$ cat config.mk
export PLATFORM = sky130hd
export DESIGN_NAME = fifo_stream_reader
export DESIGN_NICKNAME = d
export VERILOG_FILES = /design/src/rtl/fifo_pkg.sv /design/src/rtl/fifo_skid_buf.sv /design/src/rtl/fifo_stream_reader.sv
export SDC_FILE = /design/constraint.sdc
export NUM_CORES = 1
export LEC_CHECK = 0
export BUFFER_PORTS_ARGS = -buffer_cell sky130_fd_sc_hd__buf_2
export CORE_MARGIN = 2
export CORE_UTILIZATION = 49
export DETAILED_ROUTE_END_ITERATION = 8
export GPL_TIMING_DRIVEN = 1
export HOLD_SLACK_MARGIN = 0.12
export PLACE_DENSITY = 0.77
export SLEW_MARGIN = 0
export SYNTH_ARGS = -nofsm -noshare
export SYNTH_HDL_FRONTEND = slang
export SYNTH_SLANG_ARGS = --single-unit
$ cat constraint.sdc
create_clock -name clk -period 1.69 [get_ports clk]
set_input_delay 0.0845 -clock clk [delete_from_list [all_inputs] [get_ports clk]]
set_output_delay 0.0845 -clock clk [all_outputs]
set_load 0.01 [all_outputs]
$ cat src/rtl/fifo_pkg.sv
// Shared constants and types for the FIFO stream reader and its skid buffer.
package fifo_pkg;

    localparam int FIFO_DATA_WIDTH = 8;
    localparam int SKID_DEPTH      = 2;

    typedef logic [1:0] skid_occ_t;

endpackage

$ cat src/rtl/fifo_skid_buf.sv
// Two-entry in-order skid buffer: entry 0 is the head and drives head_data.
// A simultaneous push and pop keeps the occupancy; the pushed word lands
// behind the surviving word, or at the head when only one word was held.
module fifo_skid_buf
    import fifo_pkg::*;
#(
    parameter int DATA_WIDTH = FIFO_DATA_WIDTH
) (
    input  logic                  clk,
    input  logic                  rstn,
    input  logic                  push,
    input  logic [DATA_WIDTH-1:0] push_data,
    input  logic                  pop,
    output skid_occ_t             occ,
    output logic [DATA_WIDTH-1:0] head_data
);

    skid_occ_t             occ_q, occ_d;
    logic [DATA_WIDTH-1:0] e0_q, e0_d;
    logic [DATA_WIDTH-1:0] e1_q, e1_d;

    // Next-state for the two entries and the occupancy count.
    always_comb begin
        occ_d = occ_q;
        e0_d  = e0_q;
        e1_d  = e1_q;
        case ({push, pop})
            2'b10: begin
                if (occ_q == 2'd0) begin
                    e0_d = push_data;
                end else begin
                    e1_d = push_data;
                end
                occ_d = occ_q + 2'd1;
            end
            2'b01: begin
                e0_d  = e1_q;
                e1_d  = '0;
                occ_d = occ_q - 2'd1;
            end
            2'b11: begin
                if (occ_q == 2'd2) begin
                    e0_d = e1_q;
                    e1_d = push_data;
                end else begin
                    e0_d = push_data;
                end
            end
            default: ;
        endcase
    end

    // Entry and occupancy registers, cleared on async reset.
    always_ff @(posedge clk or negedge rstn) begin
        if (!rstn) begin
            occ_q <= '0;
            e0_q  <= '0;
            e1_q  <= '0;
        end else begin
            occ_q <= occ_d;
            e0_q  <= e0_d;
            e1_q  <= e1_d;
        end
    end

    assign occ       = occ_q;
    assign head_data = e0_q;

endmodule

$ cat src/rtl/fifo_stream_reader.sv
// Drains a 1-cycle-latency FIFO read port into a valid/ready stream.
// Reads are only issued when the skid buffer is guaranteed a free slot for
// the returning word, so backpressure never loses or duplicates data.
// Optional delivered-word counter enabled by defining FIFO_READER_CNT_EN.
module fifo_stream_reader
    import fifo_pkg::*;
#(
    parameter int DATA_WIDTH = FIFO_DATA_WIDTH,
    parameter int CNT_WIDTH  = 16
) (
    input  logic                  clk,
    input  logic                  rstn,
    input  logic                  fifo_empty,
    input  logic [DATA_WIDTH-1:0] fifo_dout,
    output logic                  fifo_rd_en,
    output logic                  m_valid,
    input  logic                  m_ready,
    output logic [DATA_WIDTH-1:0] m_data
`ifdef FIFO_READER_CNT_EN
    ,
    output logic [CNT_WIDTH-1:0]  word_cnt
`endif
);

    skid_occ_t  occ;
    logic       pop;
    logic       rd_pending_q, rd_pending_d;
    logic [2:0] credit_sum;

    assign m_valid = (occ != 2'd0);
    assign pop     = m_valid && m_ready;

    // Read issue: words held plus word in flight, minus the one leaving,
    // must stay below the buffer depth. pop implies occ>=1, so no underflow.
    always_comb begin
        credit_sum   = {1'b0, occ} + {2'b00, rd_pending_q} - {2'b00, pop};
        fifo_rd_en   = rstn && !fifo_empty && (credit_sum < 3'(SKID_DEPTH));
        rd_pending_d = fifo_rd_en;
    end

    // Tracks that fifo_dout carries a fresh word on the coming edge.
    always_ff @(posedge clk or negedge rstn) begin
        if (!rstn) begin
            rd_pending_q <= 1'b0;
        end else begin
            rd_pending_q <= rd_pending_d;
        end
    end

    fifo_skid_buf #(
        .DATA_WIDTH (DATA_WIDTH)
    ) u_skid (
        .clk       (clk),
        .rstn      (rstn),
        .push      (rd_pending_q),
        .push_data (fifo_dout),
        .pop       (pop),
        .occ       (occ),
        .head_data (m_data)
    );

`ifdef FIFO_READER_CNT_EN
    logic [CNT_WIDTH-1:0] cnt_q, cnt_d;

    // Delivered-word count, wrapping naturally at the counter width.
    always_comb begin
        cnt_d = cnt_q;
        if (pop) begin
            cnt_d = cnt_q + 1'b1;
        end
    end

    // Counter register.
    always_ff @(posedge clk or negedge rstn) begin
        if (!rstn) begin
            cnt_q <= '0;
        end else begin
            cnt_q <= cnt_d;
        end
    end

    assign word_cnt = cnt_q;
`endif

endmodule

Yosys cells after proc, flatten, opt, wreduce, memory -nomap -nowiden --
Cells that the tools add are included.
Word-level totals: flip-flop bits (word level) 19, output and inout bits 10
Operators by class: equality and inequality tests 7, add/sub/neg operators 4, multiplexer cells 7, reductions and logical operators 10, $lt $le $gt $ge 1
Operator list (count):
- $pmux 8 s3 | 2
- $mux 8 | 4
- $eq 2x2->1 const B | 3
- $ne 2x1->1 const B | 2
- $pmux 2 s2 | 1
- $reduce_bool 2->1 | 2
- $add 2x1->3 | 1
- $logic_and 1x1->1 | 3
- $lt 3x2->1 const B | 1
- $reduce_and 3->1 | 1
- $reduce_bool 3->1 | 1
- $sub 3x1->3 | 1
- $add 2x1->2 const B | 1
- $eq 2x1->1 const B | 1
- $logic_not 2->1 | 1
- $ne 2x2->1 const B | 1
- $reduce_and 2->1 | 1
- $sub 2x1->2 const B | 1
- $logic_not 1->1 | 1

Longest topological paths before layout --
Gate-level depths: netlist of run 1.
depth after elaboration 5, mapped depth 8, depth with buffers taken out 6

Modules after synthesis --
Synthesis of run 1 repeated with hierarchy kept, for this count alone.
Unflattened totals: cells, all modules 89, area, all modules 993.5 um^2
By module, submodules not included:
- fifo_skid_buf | cells each 79, area each 890.9 um^2, seq. area each 450.4 um^2, instances 1
- fifo_stream_reader | cells each 10, area each 102.6 um^2, seq. area each 25.0 um^2, instances 1

Least setup slack after synthesis of run 1 --
Ideal clock, no wire load.
path type register -> register, start register u_skid.occ_q[1], in the netlist u_skid.occ[1], end register rd_pending_q, path buffers 2, arrival time 1.896 ns, data required time 1.542 ns, path slack -0.354 ns, period minus slack after synthesis 2.044 ns, setup time 0.148 ns, cell stages (with the launch flop) 9, cells stage by stage dfrtp_1 -> buf_6 -> nor2b_1 -> buf_2 -> mux2i_1 -> nand2b_1 -> fa_1 -> xor2_1 -> nor3_1
On the way: longest elaborated chain between the ends 5, elaborated cells between the ends (all ways) 6, those cells by class add/sub (2); order compare (1); reduce/logical (3)
Ends and longest elaborated chain:
- start, declared | RTL line fifo_skid_buf.sv:18 | skid_occ_t occ_q, occ_d;
- start signal, assigned | RTL line fifo_skid_buf.sv:56 | occ_q <= '0;
- start signal, assigned | RTL line fifo_skid_buf.sv:60 | occ_q <= occ_d;
- parallel branches: the longest is 2 deep, another holds $add 2x1->3
- $sub 3x1->3 (*) | RTL line fifo_stream_reader.sv:36 | credit_sum = {1'b0, occ} + {2'b00, rd_pending_q} - {2'b00, pop};
- $lt 3x2->1 (*) | RTL line fifo_stream_reader.sv:37 | fifo_rd_en = rstn && !fifo_empty && (credit_sum < 3'(SKID_DEPTH));
- $logic_and 1x1->1 (*) | RTL line fifo_stream_reader.sv:37
- named net fifo_rd_en | RTL line fifo_stream_reader.sv:15 | output logic fifo_rd_en,
- end signal, assigned | RTL line fifo_stream_reader.sv:46 | rd_pending_q <= rd_pending_d;
- end, declared | RTL line fifo_stream_reader.sv:27 | logic rd_pending_q, rd_pending_d;
Mark *: on every way through the listed nets, which the timed path passes. A chain may end at the register's enable or synchronous reset.

Worst setup path in the final report of run 1 --
start register u_skid.occ_q[0], in the netlist u_skid.occ[0], end output fifo_rd_en
On the way: longest elaborated chain between the ends 5, elaborated cells between the ends (all ways) 6, those cells by class add/sub (2); order compare (1); reduce/logical (3)
Ends and longest elaborated chain (RTL line):
- parallel branches: the longest is 2 deep, another holds $add 2x1->3
- $sub 3x1->3 (*) | fifo_stream_reader.sv:36
- $lt 3x2->1 (*) | fifo_stream_reader.sv:37
- $logic_and 1x1->1 (*) | fifo_stream_reader.sv:37
- end, declared | fifo_stream_reader.sv:15
Every way passes the cells marked *.

==> flow_summary.json, run 1 <==
{
  "initial_utilization": 0.5249,
  "core_region_area_um2": 2233,
  "worstPathArrival_ps": 2030,
  "netlist_instances": 116,
  "async_reset_ff_frac": 1.000,
  "num_antenna_cells": 0,
  "post_synth_num_cell_types": 26,
  "num_io_pins": 22,
  "synth_enable_flop_cells": 0,
  "cellLeakagePower_nw": 0.6591,
  "initial_antenna_violation_count": 0,
  "synth_warnings": 0,
  "postSynthRegisterBits": 19,
  "post_drt_via_cell_ratio": 5.885,
  "antenna_violating_nets_post_route": 0,
  "clock_latency_ps": 310,
  "holdWs_ps": 290.2,
  "clock-skew-final_ps": 4.711,
  "period_share": 1.254,
  "tritoncts_clock_tree": "yes",
  "total_nets_after_synthesis": 129,
  "drc_errors": 0,
  "design_area_final_um2": 1518,
  "finalWirelength_mm": 2.897,
  "share_of_synthesized_area_occupied_by_flip_flops_and_latches": 0.4055,
  "global_route.overflow_total": 0,
  "worst_slew_pin_slew_ps": 526.0,
  "routed-via-count": 1071,
  "layout_cell_share_with_drive_strength_beyond_1": 0.3052,
  "setup.worst_path.end_class": "primary output",
  "max_cap_viol_count": 0,
  "number_of_clock_sinks": 19,
  "power.total_mw": 2.117,
  "final.min_clock_period_ps": 2119,
  "wire_length_of_the_first_global_routing_pass_mm": 4.761,
  "n_fill_cell": 165,
  "root_buffer": "clkbuf_4",
  "synthDominantAreaCellType": "dfrtp_1",
  "worst_setup_path_start_kind": "register",
  "cts-root-to-sink-buffers": 2,
  "post_dp_hpwl_mm": 1.925,
  "dr.first_iter.drc_count": 20,
  "max-vdd-ir-drop_v": 0.001044,
  "yosys-top-cells-area": "dfrtp_1 41%, mux2i_1 7.7%, o221a_1 7.7%",
  "violations": "setup timing",
  "finish.net_count": 168,
  "cts_buffers": 3,
  "run_status": "finished with violations",
  "grt_setup_unrepaired": "yes",
  "required_ps": 1610,
  "postPlaceCellArea_um2": 1365,
  "clkTransAtPathRegs_ps": 120,
  "flow.area_growth_from_synthesis_pct": 29.46,
  "syn-cell-area_um2": 1172,
  "timing.hold.worst.class": "in2async",
  "fmax_mhz": 472.0,
  "yosys-top-cells-count": "19 x dfrtp_1, 18 x nand2_1, 11 x nand2b_1, 9 x mux2i_1, 9 x nor2b_1",
  "synth.most_common_cell": "dfrtp_1",
  "dr.pass1.iters": 4,
  "maximum_number_of_pins_on_one_net_before_global_route_repair": 23,
  "criticalPathCategory": "reg2out",
  "die_width_um": 52.92,
  "die_area_um2": 2800,
  "placement_rows": 17,
  "power-per-cell-area_nw_per_um2": 1395,
  "max-slew-margin-rel": 0.6493,
  "postSynth.topFlopCell": "dfrtp_1",
  "avgRoutedWirePerCell_um": 15.92,
  "input_output_buffers": 21,
  "gp_congestion": 0.7520,
  "final_setup_violations": 2,
  "timing.critical_path.fanout_max": 2,
  "die_h_um": 52.92,
  "first_global_vias": 1028,
  "globalRouteTotalUtil": 0.2371,
  "maxSlewViolCount": 0,
  "synth_largest_type_area_fraction": 0.4055,
  "hold_viol_final": 0,
  "syn-mean-instance-area_um2": 10.11,
  "postLayoutSetupSlackWorst_ps": -428.8,
  "cts.htree.levels": 1
}
[through the flow]
| step | cells | setup slack, ps | TNS, ps | utilization |
|---|---|---|---|---|
| 2_1_floorplan | 116 | -162.5 | -308.4 | - |
| 3_3_place_gp | 166 | -36.98 | -36.98 | 0.6112 |
| 3_5_place_dp | 166 | -97.35 | -97.35 | 0.6112 |
| 4_1_cts | 180 | -414.5 | -414.5 | 0.6695 |
| 5_1_grt | 182 | -543.8 | -707.2 | 0.6796 |
| 6_report | 182 | -428.8 | -483.5 | 0.6796 |
[placed cells by master, fill, tap and decap left out]
master / Yosys / final
fa_2: 0 / 1
dlygate4sd3_1: 0 / 10
nand2_8: 1 / 1
and2_1: 1 / 1
nor3_4: 0 / 1
a32oi_1: 8 / 8
or3b_1: 1 / 1
buf_2: 4 / 21
clkbuf_4: 0 / 3
nand2b_1: 11 / 10
nor3_1: 2 / 1
buf_4: 0 / 13
or2_2: 1 / 1
and4_1: 1 / 1
mux2i_2: 0 / 1
nor2_1: 1 / 1
nand2_1: 18 / 17
a21oi_1: 2 / 2
mux2i_1: 9 / 8
inv_1: 1 / 1
nand2b_4: 0 / 1
o221ai_1: 8 / 8
nand2_2: 0 / 1
o21ai_1: 1 / 1
nor2b_1: 9 / 8
xor2_2: 0 / 1
o22ai_1: 1 / 1
clkinv_2: 0 / 1
xnor2_1: 1 / 1
o221a_1: 8 / 8
dfrtp_1: 19 / 19
nor2b_2: 0 / 1
[state kept, by name, summed over array words and instances, names as in the netlist]
signal,count
u_skid.e1_q,8
rd_pending_q,1
u_skid.occ,2
u_skid.head_data,8
[repair_timing]
| action | CTS | global route |
|---|---|---|
| buffers inserted | 0 | 2 |
| endpoints found under the hold margin | 32 | 0 |
| endpoints found under the setup margin | 1 | 2 |
| hold buffers | 10 | 0 |
| resized for setup | 1 | 1 |
[power by group]
part           leakage [nW]  switching, mW  internal [mW]  total [mW]
sequential            0.239          0.151          0.663       0.814
combinational         0.402          0.530          0.529        1.06
clock                0.0177          0.155         0.0884       0.243
total                 0.659          0.836           1.28        2.12
[cells by family after synthesis]
| family | after synthesis | share of synthesized area |
|---|---|---|
| and+or+nand+nor | 46 | 0.2188 |
| AOI/OAI and AO/OA | 28 | 0.2145 |
| DFF | 19 | 0.4056 |
| buffers and inverters | 11 | 0.05229 |
| muxes | 9 | 0.07684 |
| xor gates and xnor gates | 2 | 0.01494 |
| adders and majority gates | 1 | 0.01708 |
[routing by layer]
| layer | up-vias | global-route usage | part of all wire |
|---|---|---|---|
| met2 | 38 | 0.4188 | 0.49 |
| li1 | 511 | - | - |
| met5 | - | 0 | 0 |
| met4 | 0 | 0.07265 | 0.016 |
| met1 | 515 | 0.2968 | 0.44 |
| met3 | 7 | 0.03390 | 0.056 |
[final cells by class]
class                           instances  area, um2  area share
Sequential cell                        19      475.5      0.3133
Tap cell                               28      35.03     0.02308
Inverter                                1      3.754    0.002473
Multi-Input combinational cell         86      673.1      0.4435
Timing Repair Buffer                   44      302.8      0.1995
Clock buffer                            3      22.52     0.01484
Clock inverter                          1      5.005    0.003298
[worst max-delay path, cell delays in order, from the launching register on]
cell,delay (ps)
dfrtp_1,400
nor2b_2,140
mux2i_2,100
nand2b_4,150
fa_2,390
xor2_2,170
nor3_4,210
buf_2,160
[path summary, 6_finish.rpt]
kind / slack [ps] / from / endpoint / cells after the start
setup reg to reg: -50 / u_skid.occ[0]$_DFFE_PN0P_ / rd_pending_q$_DFF_PN0_ / 7
min in group clk: 330 / m_ready / u_skid.e1_q[4]$_DFFE_PN0P_ / 4
max in group asynchronous: 1190 / rstn / u_skid.head_data[5]$_DFFE_PN0P_ / 3
setup / recovery: -430 / u_skid.occ[0]$_DFFE_PN0P_ / fifo_rd_en / 7
hold reg to reg: 550 / u_skid.e1_q[3]$_DFFE_PN0P_ / u_skid.e1_q[3]$_DFFE_PN0P_ / 2
hold / removal: 290 / rstn / rd_pending_q$_DFF_PN0_ / 3
No activity file was read; power rests on OpenSTA's default activity.
==> inputs of run 2 (changes only) <==
--- a/config.mk
+++ b/config.mk
@@ -5,13 +5,13 @@
 export SDC_FILE = /design/constraint.sdc
 export NUM_CORES = 1
 export LEC_CHECK = 0
-export BUFFER_PORTS_ARGS = -buffer_cell sky130_fd_sc_hd__buf_2
 export CORE_MARGIN = 2
-export CORE_UTILIZATION = 49
+export CORE_UTILIZATION = 55
 export DETAILED_ROUTE_END_ITERATION = 8
+export DONT_BUFFER_PORTS = 1
 export GPL_TIMING_DRIVEN = 1
 export HOLD_SLACK_MARGIN = 0.12
-export PLACE_DENSITY = 0.77
+export PLACE_DENSITY = 0.75
 export SLEW_MARGIN = 0
 export SYNTH_ARGS = -nofsm -noshare
 export SYNTH_HDL_FRONTEND = slang
==> flow_summary.json, run 2 (synthesized netlist as in run 1, its figures left out) <==
{
  "run_status": "finished with violations",
  "violations": "hold timing, setup timing",
  "maxSlewViolCount": 0,
  "globalRouteTotalUtil": 0.2791,
  "root_buffer": "clkbuf_4",
  "wire_length_of_the_first_global_routing_pass_mm": 5.271,
  "cts_buffers": 3,
  "gp_congestion": 0.7334,
  "clock-skew-final_ps": 1.871,
  "antenna_violating_nets_post_route": 0,
  "cts-root-to-sink-buffers": 2,
  "max-vdd-ir-drop_v": 0.0009969,
  "cp_cell_sequence": "nor2b_4 -> mux2i_2 -> nand2b_4 -> fa_2 -> nand2_2 -> nor3_4",
  "postPlaceCellArea_um2": 1236,
  "regToRegStartpoint": "u_skid.occ[0]$_DFFE_PN0P_",
  "maximum_number_of_pins_on_one_net_before_global_route_repair": 21,
  "input_output_buffers": 0,
  "layout_cell_share_with_drive_strength_beyond_1": 0.1857,
  "power.share.switching": 0.4007,
  "p_comb_frac": 0.469,
  "multi_input_comb_area_um2": 688.2,
  "design_area_final_um2": 1505,
  "die_h_um": 50.17,
  "clk_pwr_share": 0.116,
  "post_drt_via_cell_ratio": 6.347,
  "drc_errors": 0,
  "setup.worst_path.end_class": "primary output",
  "num_io_pins": 22,
  "cellLeakagePower_nw": 0.6020,
  "net_switching_power_of_the_design_mw": 0.8620,
  "post_dp_hpwl_mm": 1.868,
  "worst_path_largest_cell_delay_ps": 530,
  "first_global_vias": 1156,
  "max_cap_viol_count": 0,
  "cp_slowest_cell": "fa_2",
  "power.total_mw": 2.151,
  "required_ps": 1610,
  "cellInternalPower_mw": 1.289,
  "final_util": 0.7595,
  "timing.critical_path.fanout_max": 2,
  "seqPwrFrac": 0.415,
  "cp-startpoint": "u_skid.occ[0]$_DFFE_PN0P_",
  "initial_utilization": 0.5915,
  "num_antenna_cells": 0,
  "holdWs_ps": -555.7,
  "routed-via-count": 1060,
  "totalNegativeSetupSlack_ps": -939.1,
  "seq_area_um2": 475.5,
  "die_area_um2": 2517,
  "cts-hold-fix-buffers": 19,
  "max-slew-margin-rel": 0.6410,
  "dr.pass1.iters": 4,
  "worst_slew_pin_slew_ps": 538.6,
  "avgRoutedWirePerCell_um": 19.64,
  "timing.hold.worst.class": "in2async",
  "tritoncts_clock_tree": "yes",
  "cts.htree.levels": 1,
  "criticalPathCategory": "reg2out",
  "clock_latency_ps": 310,
  "clkTransAtPathRegs_ps": 120,
  "hold_viol_final": 20,
  "core_region_area_um2": 1982,
  "flow.area_growth_from_synthesis_pct": 28.39,
  "number_of_clock_sinks": 19,
  "placement_rows": 16,
  "power-per-cell-area_nw_per_um2": 1429,
  "finish.net_count": 154,
  "period_share": 1.185,
  "r2r_depth": 4,
  "worstPathArrival_ps": 1920,
  "initial_antenna_violation_count": 0,
  "final_setup_violations": 10,
  "most_used_cells_in_the_layout_excluding_fill_and_tap_cells": "19 x dlygate4sd3_1, 19 x dfrtp_1, 17 x nand2_1, 10 x buf_4, 9 x nand2b_1",
  "die_width_um": 50.17,
  "final-instance-count-excl-fill": 167,
  "dpl_cells": 141,
  "global_route.overflow_total": 0,
  "dr.first_iter.drc_count": 39,
  "finalWirelength_mm": 3.280,
  "grt_setup_unrepaired": "yes",
  "final.min_clock_period_ps": 2003,
  "worst_setup_path_start_kind": "register",
  "pre_cts_setup_slack_ps": -79.88,
  "n_fill_cell": 136,
  "postLayoutSetupSlackWorst_ps": -312.6,
  "fmax_mhz": 499.4
}
run 2: path summary, 6_finish.rpt:
path / slack, ps / endpoint
min reg2reg: 550 / u_skid.e1_q[1]$_DFFE_PN0P_
max: -310 / fifo_rd_en
max in group asynchronous: 2180 / rd_pending_q$_DFF_PN0_
min: -560 / u_skid.head_data[1]$_DFFE_PN0P_
max reg2reg: -90 / u_skid.head_data[5]$_DFFE_PN0P_
min in group clk: -50 / rd_pending_q$_DFF_PN0_
run 2: layer usage:
| metal | wire length (um) | part of all wire | global-route usage | vias to the layer above |
|---|---|---|---|---|
| li1 | - | - | - | 480 |
| met1 | 1223 | 0.37 | 0.3281 | 534 |
| met2 | 1826 | 0.56 | 0.5044 | 43 |
| met3 | 206 | 0.063 | 0.04167 | 3 |
| met4 | 23 | 0.0070 | 0.1111 | 0 |
| met5 | 0 | 0 | 0 | - |
run 2: final cells by class:
class / instances / area share
inverter: 1 / 0.002494
clock buffer: 3 / 0.01496
sequential: 19 / 0.3159
clock inverter: 1 / 0.003325
tap: 27 / 0.02244
timing repair buffer: 30 / 0.1837
multi-input combinational: 86 / 0.4572
run 2: repair_timing:
action	in CTS	in global routing
pin swaps	2	0
endpoints found under the hold margin	38	20
setup buffers	1	2
endpoints found under the setup margin	2	9
cloned	0	0
gates resized for setup	1	5
run 2: critical path, delay by kind of cell, from the launching register on:
| kind | cells | cell delay [ps] |
|---|---|---|
| mux | 1 | 80 |
| fa+ha+maj | 1 | 530 |
| flops | 1 | 440 |
| simple gates | 4 | 550 |
run 2: power groups by stage:
stage | Clock (mW) | Combinational [mW] | Sequential, mW
2_1_floorplan | 0 | 0.673 | 0.852
3_3_place_gp | 0 | 0.777 | 0.877
3_5_place_dp | 0 | 0.808 | 0.892
4_1_cts | 0.248 | 0.935 | 0.883
5_1_grt | 0.270 | 1.09 | 0.923
6_report | 0.250 | 1.01 | 0.893
==> inputs of run 3 (changes only) <==
--- a/config.mk
+++ b/config.mk
@@ -11,7 +11,7 @@
 export DONT_BUFFER_PORTS = 1
 export GPL_TIMING_DRIVEN = 1
 export HOLD_SLACK_MARGIN = 0.12
-export PLACE_DENSITY = 0.75
+export PLACE_DENSITY = 0.72
 export SLEW_MARGIN = 0
 export SYNTH_ARGS = -nofsm -noshare
 export SYNTH_HDL_FRONTEND = slang
==> constraint.sdc (replaced) <==
create_clock -name clk -period 2 [get_ports clk]
set_input_delay 0.1 -clock clk [delete_from_list [all_inputs] [get_ports clk]]
set_output_delay 0.1 -clock clk [all_outputs]
set_load 0.01 [all_outputs]
==> flow_summary.json, run 3 (synthesized netlist as in run 1, its figures left out) <==
{
  "maximum_number_of_pins_on_one_net_before_global_route_repair": 22,
  "cts-root-to-sink-buffers": 2,
  "worst_path_largest_cell_delay_ps": 530,
  "required_ps": 1900,
  "first_global_vias": 951,
  "root_buffer": "clkbuf_4",
  "initial_antenna_violation_count": 0,
  "r2r_depth": 6,
  "finalWirelength_mm": 2.796,
  "final_util": 0.7203,
  "postPlaceCellArea_um2": 1199,
  "worst_slew_pin_slew_ps": 518.5,
  "die_area_um2": 2517,
  "globalRouteTotalUtil": 0.2457,
  "initial_utilization": 0.5915,
  "flow.area_growth_from_synthesis_pct": 21.77,
  "timing.hold.worst.class": "in2async",
  "cellLeakagePower_nw": 0.5636,
  "drc_errors": 0,
  "timing.critical_path.fanout_max": 2,
  "criticalPathCategory": "reg2out",
  "final_setup_violations": 0,
  "clkTransAtPathRegs_ps": 110,
  "num_antenna_cells": 0,
  "hold_viol_final": 20,
  "violations": "hold timing",
  "clock-skew-final_ps": 7.919,
  "final.min_clock_period_ps": 1975,
  "tritoncts_clock_tree": "yes",
  "design_area_final_um2": 1428,
  "n_fill_cell": 150,
  "avgRoutedWirePerCell_um": 17.26,
  "cts_buffers": 3,
  "regToRegStartpoint": "u_skid.occ[0]$_DFFE_PN0P_",
  "cp_cell_sequence": "nor2b_1 -> mux2i_1 -> nand2b_1 -> fa_2 -> nand2_2 -> nor3_4",
  "num_io_pins": 22,
  "finish.net_count": 149,
  "crit_family": "simple AND/OR/NAND/NOR gates",
  "cts.htree.levels": 1,
  "dr.first_iter.drc_count": 18,
  "cts-hold-fix-buffers": 19,
  "cp_slowest_cell": "fa_2",
  "global_route.overflow_total": 0,
  "wire_length_of_the_first_global_routing_pass_mm": 4.588,
  "gp_congestion": 0.6737,
  "run_status": "finished with violations",
  "r2r_setup_slk_ps": 330,
  "period_share": 0.9875,
  "post_dp_hpwl_mm": 1.703,
  "max_cap_viol_count": 0,
  "holdWs_ps": -522.8,
  "core_region_area_um2": 1982,
  "clock_latency_ps": 300,
  "post_drt_via_cell_ratio": 6.136,
  "power-per-cell-area_nw_per_um2": 1191,
  "worst_r2r_endpoint": "rd_pending_q$_DFF_PN0_",
  "worst_setup_path_start_kind": "register",
  "placement_rows": 16,
  "max-vdd-ir-drop_v": 0.0008062,
  "die_h_um": 50.17,
  "layout_cell_share_with_drive_strength_beyond_1": 0.1111,
  "dr.pass1.iters": 4,
  "worstPathArrival_ps": 1880,
  "max-slew-margin-rel": 0.6543,
  "most_used_cells_in_the_layout_excluding_fill_and_tap_cells": "19 x dlygate4sd3_1, 19 x dfrtp_1, 17 x nand2_1, 11 x nand2b_1",
  "setup.worst_path.end_class": "primary output",
  "antenna_violating_nets_post_route": 0,
  "critical_path_buf_inv_count": 0,
  "grt_setup_unrepaired": "yes",
  "routed-via-count": 994,
  "fmax_mhz": 506.3,
  "maxSlewViolCount": 0,
  "input_output_buffers": 0,
  "number_of_clock_sinks": 19,
  "die_width_um": 50.17
}
==> run 3: worst max path at each step <==
| stage | from | to | slack (ps) | cells past startpoint |
|---|---|---|---|---|
| after floorplan | u_skid.occ[1]$_DFFE_PN0P_ | rd_pending_q$_DFF_PN0_ | 80 | 8 |
| after CTS | u_skid.occ[0]$_DFFE_PN0P_ | fifo_rd_en | 7 | 6 |
| after global placement | u_skid.occ[0]$_DFFE_PN0P_ | rd_pending_q$_DFF_PN0_ | 330 | 6 |
| final | u_skid.occ[0]$_DFFE_PN0P_ | fifo_rd_en | 20 | 6 |
| after global routing | u_skid.occ[0]$_DFFE_PN0P_ | fifo_rd_en | -60 | 6 |
| after detailed placement | u_skid.occ[0]$_DFFE_PN0P_ | rd_pending_q$_DFF_PN0_ | 260 | 6 |
==> run 3: area by class of cell <==
class                      instances  area [um2]  area share
clock buffer                       3       22.52     0.01578
timing repair buffer              25       235.2      0.1648
multi-input combinational         86       651.9      0.4566
inverter                           1       3.754    0.002629
clock inverter                     1       5.005    0.003506
tap                               27       33.78     0.02366
sequential                        19       475.5      0.3330
==> run 3: where the power goes <==
part / internal (mW) / switching [mW] / total [mW]
sequential: 0.561 / 0.187 / 0.748
clock: 0.0744 / 0.120 / 0.195
combinational: 0.398 / 0.359 / 0.758
total: 1.03 / 0.666 / 1.70
==> run 3: metrics by stage <==
| stage | cells | power, mW | setup TNS (ps) | worst slack (ps) |
|---|---|---|---|---|
| 2_1_floorplan | 116 | 1.252 | 0 | 79.77 |
| 3_3_place_gp | 139 | 1.361 | 0 | 327.5 |
| 3_5_place_dp | 139 | 1.392 | 0 | 256.1 |
| 4_1_cts | 162 | 1.694 | 0 | 6.674 |
| 5_1_grt | 162 | 1.833 | -55.36 | -55.36 |
| 6_report | 162 | 1.700 | 0 | 24.96 |
==> run 3: layer usage <==
metal / global-route usage / wire [um] / share of wire / vias up
met5: 0 / 0 / 0 / -
met4: 0.07407 / 14 / 0.0050 / 0
met3: 0.05060 / 163 / 0.058 / 2
met2: 0.3904 / 1345 / 0.48 / 38
met1: 0.3372 / 1272 / 0.45 / 478
li1: - / - / - / 476
==> run 3: repair_timing <==
item | in CTS | in global routing
resized for setup | 3 | 0
buffers inserted | 0 | 0
endpoints found under the hold margin | 38 | 20
pin swaps | 1 | 0
setup endpoints to repair | 1 | 1
